**src/rtl/stdp_update_sched.sv**
```systemverilog
// STDP pairing detector with one pending LTP/LTD slot per synapse and a
// round-robin scheduler that offers updates over a valid/ready handshake.
module stdp_syn_lane #(
  parameter int TW  = 4,
  parameter int WIN = 8
) (
  input  logic          clk,
  input  logic          rst_n,
  input  logic          tick,
  input  logic          pre,
  input  logic          post,
  input  logic          post_recent,
  input  logic [TW-1:0] post_age,
  input  logic          clr_ltp,
  input  logic          clr_ltd,
  output logic          ltp_ev,
  output logic          ltd_ev,
  output logic          ltp_pend,
  output logic          ltd_pend,
  output logic          ovf_hit,
  output logic [TW-1:0] ltp_dt,
  output logic [TW-1:0] ltd_dt
);
  logic [TW-1:0] pre_age;
  logic          pre_recent;

  assign pre_recent = pre_age < TW'(WIN);
  // a coincident pre only yields a dt=0 LTP when no older pre is still in window
  assign ltp_ev  = post & (pre_recent | pre);
  assign ltd_ev  = pre & ~post & post_recent;
  assign ovf_hit = (ltp_ev & ltp_pend) | (ltd_ev & ltd_pend);

  always_ff @(posedge clk or negedge rst_n) begin
    if (!rst_n) begin
      pre_age  <= TW'(WIN);
      ltp_pend <= 1'b0;
      ltd_pend <= 1'b0;
      ltp_dt   <= '0;
      ltd_dt   <= '0;
    end else begin
      if (pre)                     pre_age <= '0;
      else if (tick && pre_recent) pre_age <= pre_age + TW'(1);
      if (ltp_ev) begin
        ltp_pend <= 1'b1;
        ltp_dt   <= pre_recent ? pre_age : '0;
      end else if (clr_ltp) ltp_pend <= 1'b0;
      if (ltd_ev) begin
        ltd_pend <= 1'b1;
        ltd_dt   <= post_age;
      end else if (clr_ltd) ltd_pend <= 1'b0;
    end
  end
endmodule

module stdp_update_sched #(
  parameter  int N_SYN = 4,
  parameter  int TW    = 4,
  parameter  int WIN   = 8,
  localparam int IW    = $clog2(N_SYN)
) (
  input  logic             clk,
  input  logic             rst_n,
  input  logic             tick,
  input  logic [N_SYN-1:0] pre_spike,
  input  logic             post_spike,
  output logic             upd_valid,
  input  logic             upd_ready,
  output logic [IW-1:0]    upd_idx,
  output logic             upd_ltp,
  output logic [TW-1:0]    upd_dt,
  output logic             busy,
  output logic             overflow,
  input  logic             clear_ovf
);
  typedef enum logic {IDLE, OFFER} state_t;
  state_t state, nxt;

  logic [N_SYN-1:0]         ltp_ev, ltd_ev, ltp_pend, ltd_pend, ovf_hit, clr_ltp, clr_ltd, pend_any;
  logic [N_SYN-1:0][TW-1:0] ltp_dt, ltd_dt;
  logic [TW-1:0]            post_age;
  logic                     post_recent, sel_found, load, hs, hit, redo, do_clr;
  logic [IW-1:0]            rr_ptr, sel_idx;
  logic [IW:0]              j_w;

  assign post_recent = post_age < TW'(WIN);
  assign pend_any    = ltp_pend | ltd_pend;

  for (genvar g = 0; g < N_SYN; g++) begin : g_lane
    stdp_syn_lane #(.TW(TW), .WIN(WIN)) u_lane (
      .clk(clk), .rst_n(rst_n), .tick(tick), .pre(pre_spike[g]), .post(post_spike),
      .post_recent(post_recent), .post_age(post_age),
      .clr_ltp(clr_ltp[g]), .clr_ltd(clr_ltd[g]),
      .ltp_ev(ltp_ev[g]), .ltd_ev(ltd_ev[g]), .ltp_pend(ltp_pend[g]), .ltd_pend(ltd_pend[g]),
      .ovf_hit(ovf_hit[g]), .ltp_dt(ltp_dt[g]), .ltd_dt(ltd_dt[g])
    );
  end

  // wrap-around scan starting at rr_ptr
  always_comb begin
    sel_found = 1'b0;
    sel_idx   = '0;
    j_w       = '0;
    for (int k = 0; k < N_SYN; k++) begin
      j_w = (IW+1)'(rr_ptr) + (IW+1)'(k);
      if (j_w >= (IW+1)'(N_SYN)) j_w = j_w - (IW+1)'(N_SYN);
      if (!sel_found && pend_any[j_w[IW-1:0]]) begin
        sel_found = 1'b1;
        sel_idx   = j_w[IW-1:0];
      end
    end
  end

  always_ff @(posedge clk or negedge rst_n) begin
    if (!rst_n) state <= IDLE;
    else        state <= nxt;
  end

  always_comb begin
    nxt = state;
    case (state)
      IDLE:    if (sel_found) nxt = OFFER;
      OFFER:   if (upd_ready) nxt = IDLE;
      default: nxt = IDLE;
    endcase
  end

  always_comb begin
    upd_valid = (state == OFFER);
    load      = (state == IDLE) && sel_found;
    hs        = (state == OFFER) && upd_ready;
  end

  // an event landing on the offered slot during the offer keeps it pending for a re-offer
  assign hit     = upd_ltp ? ltp_ev[upd_idx] : ltd_ev[upd_idx];
  assign do_clr  = hs & ~redo & ~hit;
  assign clr_ltp = (do_clr &  upd_ltp) ? (N_SYN'(1) << upd_idx) : '0;
  assign clr_ltd = (do_clr & ~upd_ltp) ? (N_SYN'(1) << upd_idx) : '0;
  assign busy    = (|pend_any) | (state == OFFER);

  always_ff @(posedge clk or negedge rst_n) begin
    if (!rst_n) begin
      post_age <= TW'(WIN);
      rr_ptr   <= '0;
      upd_idx  <= '0;
      upd_ltp  <= 1'b0;
      upd_dt   <= '0;
      redo     <= 1'b0;
      overflow <= 1'b0;
    end else begin
      if (post_spike)               post_age <= '0;
      else if (tick && post_recent) post_age <= post_age + TW'(1);
      if (load) begin
        upd_idx <= sel_idx;
        upd_ltp <= ltp_pend[sel_idx];
        upd_dt  <= ltp_pend[sel_idx] ? ltp_dt[sel_idx] : ltd_dt[sel_idx];
      end
      if (hs) begin
        rr_ptr <= (upd_idx == IW'(N_SYN-1)) ? '0 : upd_idx + IW'(1);
        redo   <= 1'b0;
      end else if ((state == OFFER) && hit) redo <= 1'b1;
      if (|ovf_hit)       overflow <= 1'b1;
      else if (clear_ovf) overflow <= 1'b0;
    end
  end
endmodule

```
**config.mk**
```make
export PLATFORM = sky130hd
export DESIGN_NAME = stdp_update_sched
export DESIGN_NICKNAME = d
export VERILOG_FILES = /design/src/rtl/stdp_update_sched.sv
export SDC_FILE = /design/constraint.sdc
export NUM_CORES = 1
export LEC_CHECK = 0
export CAP_MARGIN = 0
export CORE_UTILIZATION = 45
export DETAILED_ROUTE_END_ITERATION = 12
export GPL_ROUTABILITY_DRIVEN = 0
export GPL_TIMING_DRIVEN = 0
export PLACE_DENSITY = 0.6
export SLEW_MARGIN = 10
export SYNTH_ARGS = -nofsm -noshare
export SYNTH_HDL_FRONTEND = slang
export SYNTH_HIERARCHICAL = 1
export SYNTH_SLANG_ARGS = --single-unit
```
**constraint.sdc**
```tcl
create_clock -name clk -period 2.86 [get_ports clk]
set_clock_uncertainty 0.2 [all_clocks]
set_input_delay 0.429 -clock clk [delete_from_list [all_inputs] [get_ports clk]]
set_output_delay 0.429 -clock clk [all_outputs]
set_load 0.01 [all_outputs]
```
## Word-level counts from Yosys, hierarchy flattened

Index checks and enable logic that the tools add are counted.

- Shifts and indexed selects: 1
- Magnitude comparators: 15
- $add $sub $neg: 13
- Mux-type cells: 72
- Equality and inequality tests: 1
- Bitwise operators: 39
- Reductions and logical operators: 31

Operator list:

| cell | number |
|---|---|
| $mux 4 | 19 |
| $mux 1 | 34 |
| $reduce_bool 2->1 | 15 |
| $and 1x1->1 | 24 |
| $add 4x1->4 const B | 5 |
| $lt 4x4->1 const B | 5 |
| $lt 2x3->1 const B | 6 |
| $mux 2 | 9 |
| $bmux 4 s2 | 2 |
| $bmux 1 s2 | 7 |
| $logic_and 1x1->1 | 11 |
| $ge 3x3->1 const B | 3 |
| $or 1x1->1 | 9 |
| $reduce_or 4->1 | 2 |
| $sub 2x1->2 const B | 4 |
| $add 2x2->3 const B | 2 |
| $not 1->1 | 5 |
| $or 4x4->4 | 1 |
| $shl 1x2->4 const A | 1 |
| $add 2x1->3 const B | 1 |
| $ge 2x3->1 const B | 1 |
| $logic_not 1->1 | 3 |
| $add 2x1->2 const B | 1 |
| $eq 2x2->1 const B | 1 |
| $pmux 1 s2 | 1 |

- Logic and storage cells: 200
- Bits of input ports: 10
- Flip-flop bits (word level): 72
- Output and inout bits: 10

## Longest topological paths before layout

- Word-level depth: 17
- Gate-level depth with buffers: 8
- Mapped depth without buffers: 8

## By module

The synthesis kept the hierarchy.

Modules (own cells, without submodules):

| module | cells each | instances | seq. area each (sq um) | area an instance (sq um) |
|---|---|---|---|---|
| stdp_syn_lane at g_lane[1].u_lane ... | 46 | 3 | 326.6 | 554.3 |
| stdp_update_sched | 137 | 1 | 401.6 | 1292.5 |
| stdp_syn_lane at g_lane[0].u_lane | 48 | 1 | 326.6 | 578.1 |

## Least setup slack after synthesis

No wires, ideal clock.

- Path kind: reg-to-reg
- From: reg post_age[3]
- To: reg g_lane[1].u_lane.ltd_pend
- Arrival time: 2012 ps
- Setup slack: 517 ps
- Clock period less this slack: 2343 ps
- Path buffers: 0
- Required time: 2529 ps
- Cell stages (with the launch flop): 9
- Cell sequence: dfstp_2 -> inv_1 -> nand3b_2 -> inv_1 -> mux4_2 -> or2_1 -> nor3_1 -> and2_1 -> o21ai_0

- Longest elaborated chain between the ends: 10

Ends and longest elaborated chain:

| item | line | text |
|---|---|---|
| start: declaration | 80 | `logic [TW-1:0] post_age;` |
| start signal: assignment | 142 | `post_age <= TW'(WIN);` |
| start signal: assignment | 151 | `else if (tick && post_recent) post_age <= post_age + TW'(1);` |
| $lt 4x4->1 | 85 | `assign post_recent = post_age < TW'(WIN);` |
| net post_recent | 81 | `logic post_recent, sel_found, load, hs, hit, redo, do_clr;` |
| $and 1x1->1 | 30 | `assign ltd_ev = pre & ~post & post_recent;` |
| net ltd_ev[3] | 78 | `logic [N_SYN-1:0] ltp_ev, ltd_ev, ltp_pend, ltd_pend, ovf_hit, clr_ltp, clr_ltd, pend_any;` |
| $bmux 1 s2 | 134 | `assign hit = upd_ltp ? ltp_ev[upd_idx] : ltd_ev[upd_idx];` |
| $mux 1 (implied by the code) | 134 |  |
| $mux 1 | 134 |  |
| $not 1->1 | 135 | `assign do_clr = hs & ~redo & ~hit;` |
| $and 1x1->1 | 135 |  |
| $and 1x1->1 | 137 | `assign clr_ltd = (do_clr & ~upd_ltp) ? (N_SYN'(1) << upd_idx) : '0;` |
| $mux 4 | 137 |  |
| net clr_ltd[1] | 78 |  |
| $reduce_bool 2->1 (no source line) | -- |  |
| end signal: assignment | 37 | `ltd_pend <= 1'b0;` |
| end signal: assignment | 48 | `ltd_pend <= 1'b1;` |
| end signal: assignment | 50 | `end else if (clr_ltd) ltd_pend <= 1'b0;` |
| end: declaration | 19 | `output logic ltd_pend,` |

The timed path passes the listed nets, and every way through them passes these cells. The select of a mux whose other input is x is not followed.
A chain may end at the register's enable or synchronous reset.

## Final worst setup path

- From: reg g_lane[1].u_lane.ltp_pend
- To: out busy

- Longest elaborated chain between the ends: 3

Ends and longest elaborated chain:

| item | line | text |
|---|---|---|
| start: declaration | 18 | `output logic ltp_pend,` |
| start signal: assignment | 36 | `ltp_pend <= 1'b0;` |
| start signal: assignment | 44 | `ltp_pend <= 1'b1;` |
| start signal: assignment | 46 | `end else if (clr_ltp) ltp_pend <= 1'b0;` |
| $or 4x4->4 | 86 | `assign pend_any = ltp_pend \| ltd_pend;` |
| $reduce_or 4->1 | 138 | `assign busy = (\|pend_any) \| (state == OFFER);` |
| $or 1x1->1 | 138 |  |
| end: declaration | 71 | `output logic busy,` |

Every way passes these cells.

==> impl_metrics.json <==
{
  "power-per-cell-area_nw_per_um2": 688,
  "timing.rr.start": "post_age[3]",
  "drt_iter0_markers": 126,
  "route.detailed.drc": 0,
  "synth.largest_area_cell": "dfrtp_1",
  "floorplan.die_area_um2": 8210,
  "detail-route-antenna-nets": 0,
  "wire_per_inst_um": 17.1,
  "total_wirelength_um": 7830,
  "design_power_total_uw": 2850,
  "insertedDiodeCount": 0,
  "grt_max_degree": 53,
  "place.port_buffers": 19,
  "max_cap_viol_count": 0,
  "core-area_um2": 7410,
  "final_hold_violations": 0,
  "clk_latency_ps": 340,
  "postCtsSetupRepairBufs": 0,
  "cp-end-kind": "output port",
  "synth_sequential_area_ratio_pct": 48.3,
  "floorplan.rows": 31,
  "synthesis.nets": 342,
  "hp-class": "input pin to flip-flop",
  "firstDrtPassIters": 4,
  "dp.cells": 442,
  "hold_ws_ps": 250,
  "final_period_minus_worst_setup_slack_ps": 2720,
  "tritoncts.num_buffers": 9,
  "number_of_flops_mapped_to_enable_cells_by_yosys": 0,
  "synth_top_cells_by_area": "dfrtp_1, mux2_2, mux2i_1",
  "i_o_pin_total": 20,
  "critical_path_arrival_ps": 2090,
  "cts-htree-levels": 3,
  "cts.reportedPaths.clkPinSlew_ps": 70,
  "tritoncts_num_sinks": 68,
  "clk_tree_root_cell": "clkbuf_8",
  "irDropWorstVdd_mv": 0.275,
  "gr-usage-all-layers_pct": 21.0,
  "crit_path_start": "g_lane[1].u_lane/ltp_pend",
  "sequence_of_cells_on_the_critical_path": "buf_6, nor4_4, nand3_1, or2_2, clkdlybuf4s50_1",
  "hold_path.startpoint": "pre_spike[3]",
  "cts_tree": "yes",
  "synth.yosys.warnings": 6,
  "final-setup-viol-count": 0,
  "post_route_cells_drive_above_1_share_pct": 20.6,
  "grt_first_pass_wirelength_um": 13200,
  "die_height_um": 90.6,
  "power.static_leakage_uw": 0.00201,
  "worstSetupStartpointType": "flip-flop",
  "rsz0062_at_grt": "false",
  "floorplan.die.width_um": 90.6,
  "layout.nets": 374,
  "fin_cells": 459,
  "synth_largest_type_area_fraction_pct": 44.6,
  "worst_margin_slew_ps": 523,
  "half_perimeter_wire_length_after_detailed_placement_um": 5630,
  "max_slew_margin_pct": 65.0,
  "cp.required_ps": 2230,
  "synth_top_flop_cell": "dfrtp_1",
  "slew_violations": 0,
  "largest_driver_fanout_on_the_critical_path": 9,
  "synthCells": 323,
  "num_vias": 2478,
  "grt_antenna_before_repair": 0,
  "synth_area_um2": 3530,
  "slowest_stage_delay_cp_ps": 480,
  "reg2reg_setup_slack_ps": 160,
  "fmax_mhz": 368,
  "synth_cell_type_count": 50,
  "run_status": "finished clean",
  "yosys_register_bits": 68,
  "route.detailed.vias_per_inst": 5.40,
  "worst_path_max_delay_cell": "clkdlybuf4s50_1",
  "globalRoute.totalOverflow": 0,
  "async_flop_share_pct": 100,
  "timing.final.crit_share_pct": 95.1,
  "cts_buffer_depth": 2,
  "postSynthAreaPerCell_um2": 10.9,
  "layout_stage_area_growth_over_the_synthesis_result_pct": 17.1,
  "timing_worst_setup_path_type": "flip-flop to output port",
  "initial_util_pct": 47.7,
  "first_global_vias": 2506
}
through the flow:
step	TNS [ps]	utilization, %	setup slack (ps)	instance area (µm²)
after detailed placement	-5920	52.3	-753	3870
after global routing	0	55.9	0.723	4140
after CTS	0	55.5	37.6	4110
final	0	55.9	141	4140
after floorplan	0	-	517	3530
after global placement	-82860	51.9	-1200	3850
Yosys cell counts (5+ instances only):
| library cell | instances |
|---|---|
| o211ai_1 | 5 |
| xor2_1 | 5 |
| o21ai_0 | 14 |
| ha_1 | 9 |
| nand3_1 | 12 |
| nor2_1 | 21 |
| mux2i_1 | 15 |
| a22o_1 | 12 |
| nor2b_1 | 8 |
| nand2b_1 | 6 |
| a21oi_1 | 12 |
| inv_1 | 22 |
| dfstp_2 | 5 |
| mux2_2 | 20 |
| dfrtp_1 | 63 |
| nand2_1 | 17 |
| and2_1 | 11 |
state kept, by name, summed over array words and instances (netlist names):
| name | flops |
|---|---|
| g_lane.u_lane/ltd_dt | 16 |
| upd_valid | 1 |
| g_lane.u_lane/pre_age | 16 |
| upd_ltp | 1 |
| rr_ptr | 2 |
| upd_idx | 2 |
| g_lane.u_lane/ltp_dt | 12 |
| upd_dt | 4 |
| post_age | 4 |
| redo | 1 |
| g_lane.u_lane/ltp_pend | 4 |
| overflow | 1 |
| g_lane.u_lane/ltd_pend | 4 |
worst paths after layout:
| path | end | cells after the start |
|---|---|---|
| min in group asynchronous | redo | 2 |
| max in group asynchronous | g_lane[0].u_lane/pre_age[3] | 3 |
| hold reg to reg | upd_dt[2] | 2 |
| hold / removal | g_lane[3].u_lane/pre_age[3] | 2 |
| setup reg to reg | g_lane[1].u_lane/ltd_pend | 8 |
| setup / recovery | busy | 5 |
cells in the final DEF (no fill, tap or decap), types with 3 or more instances in the layout:
master,n
a22o_1,12
a41oi_1,3
conb_1,4
buf_4,5
mux2i_1,15
clkbuf_8,10
nand2_1,17
o2111ai_1,3
xor2_1,5
a21oi_1,12
buf_2,3
and2_1,11
nand3_1,12
clkdlybuf4s50_1,16
ha_1,9
mux2_4,4
dfrtp_1,63
nor2_1,20
nand3b_2,3
nand2b_1,6
nor2b_1,8
xnor2_1,4
o211ai_1,5
mux2_2,20
or2_1,3
dfstp_2,5
inv_1,22
o21ai_0,13
nand3b_1,4
routing by layer:
metal / GRT usage [%] / vias up / routed length [µm]
li1: - / 1203 / -
met1: 27.8 / 1231 / 3770
met2: 33.1 / 33 / 3700
met3: 6.06 / 11 / 219
met4: 6.72 / 0 / 140
met5: 0 / - / 0
critical path: cells and delay by family, from the launching register on:
family                 cells  cell delay, ps
DFF                        1             410
and+or+nand+nor            3             700
buffers and inverters      2             640
cells by family (layout without fill, tap and decap cells):
logic type / count (synthesis) / count (layout) / share of synthesized area, %
XOR/XNOR: 9 / 9 / 2.23
multiplexers: 41 / 41 / 13.6
AND/OR/NAND/NOR: 97 / 97 / 14.9
other: 4 / 4 / 0.425
adder cells (fa/ha/maj): 9 / 9 / 3.19
buffers and inverters: 31 / 68 / 4.25
AO/OA/AOI/OAI: 64 / 64 / 13.1
flip-flops: 68 / 68 / 48.3
final cells by class:
type                            instances  area (µm²)
Multi-Input combinational cell        224        1700
Tap cell                               99         124
Clock buffer                           10         138
Timing Repair Buffer                   21         229
Fill cell                             658        3270
Inverter                               22        82.6
Buffer                                  9        67.6
Clock inverter                          6        86.3
Sequential cell                        68        1710
timing repair:
action | in CTS | in global routing
setup endpoints to repair | 9 | 9
pin swaps | 0 | 0
resized for setup | 5 | 6
hold endpoints to repair | 16 | 0
hold buffers | 1 | 0
report_power, final:
part / switching (µW) / internal (µW) / total [µW]
clock network: 379 / 515 / 894
logic: 367 / 358 / 725
registers: 141 / 1090 / 1230
total: 887 / 1960 / 2850
(Power assumes the default switching activity.)
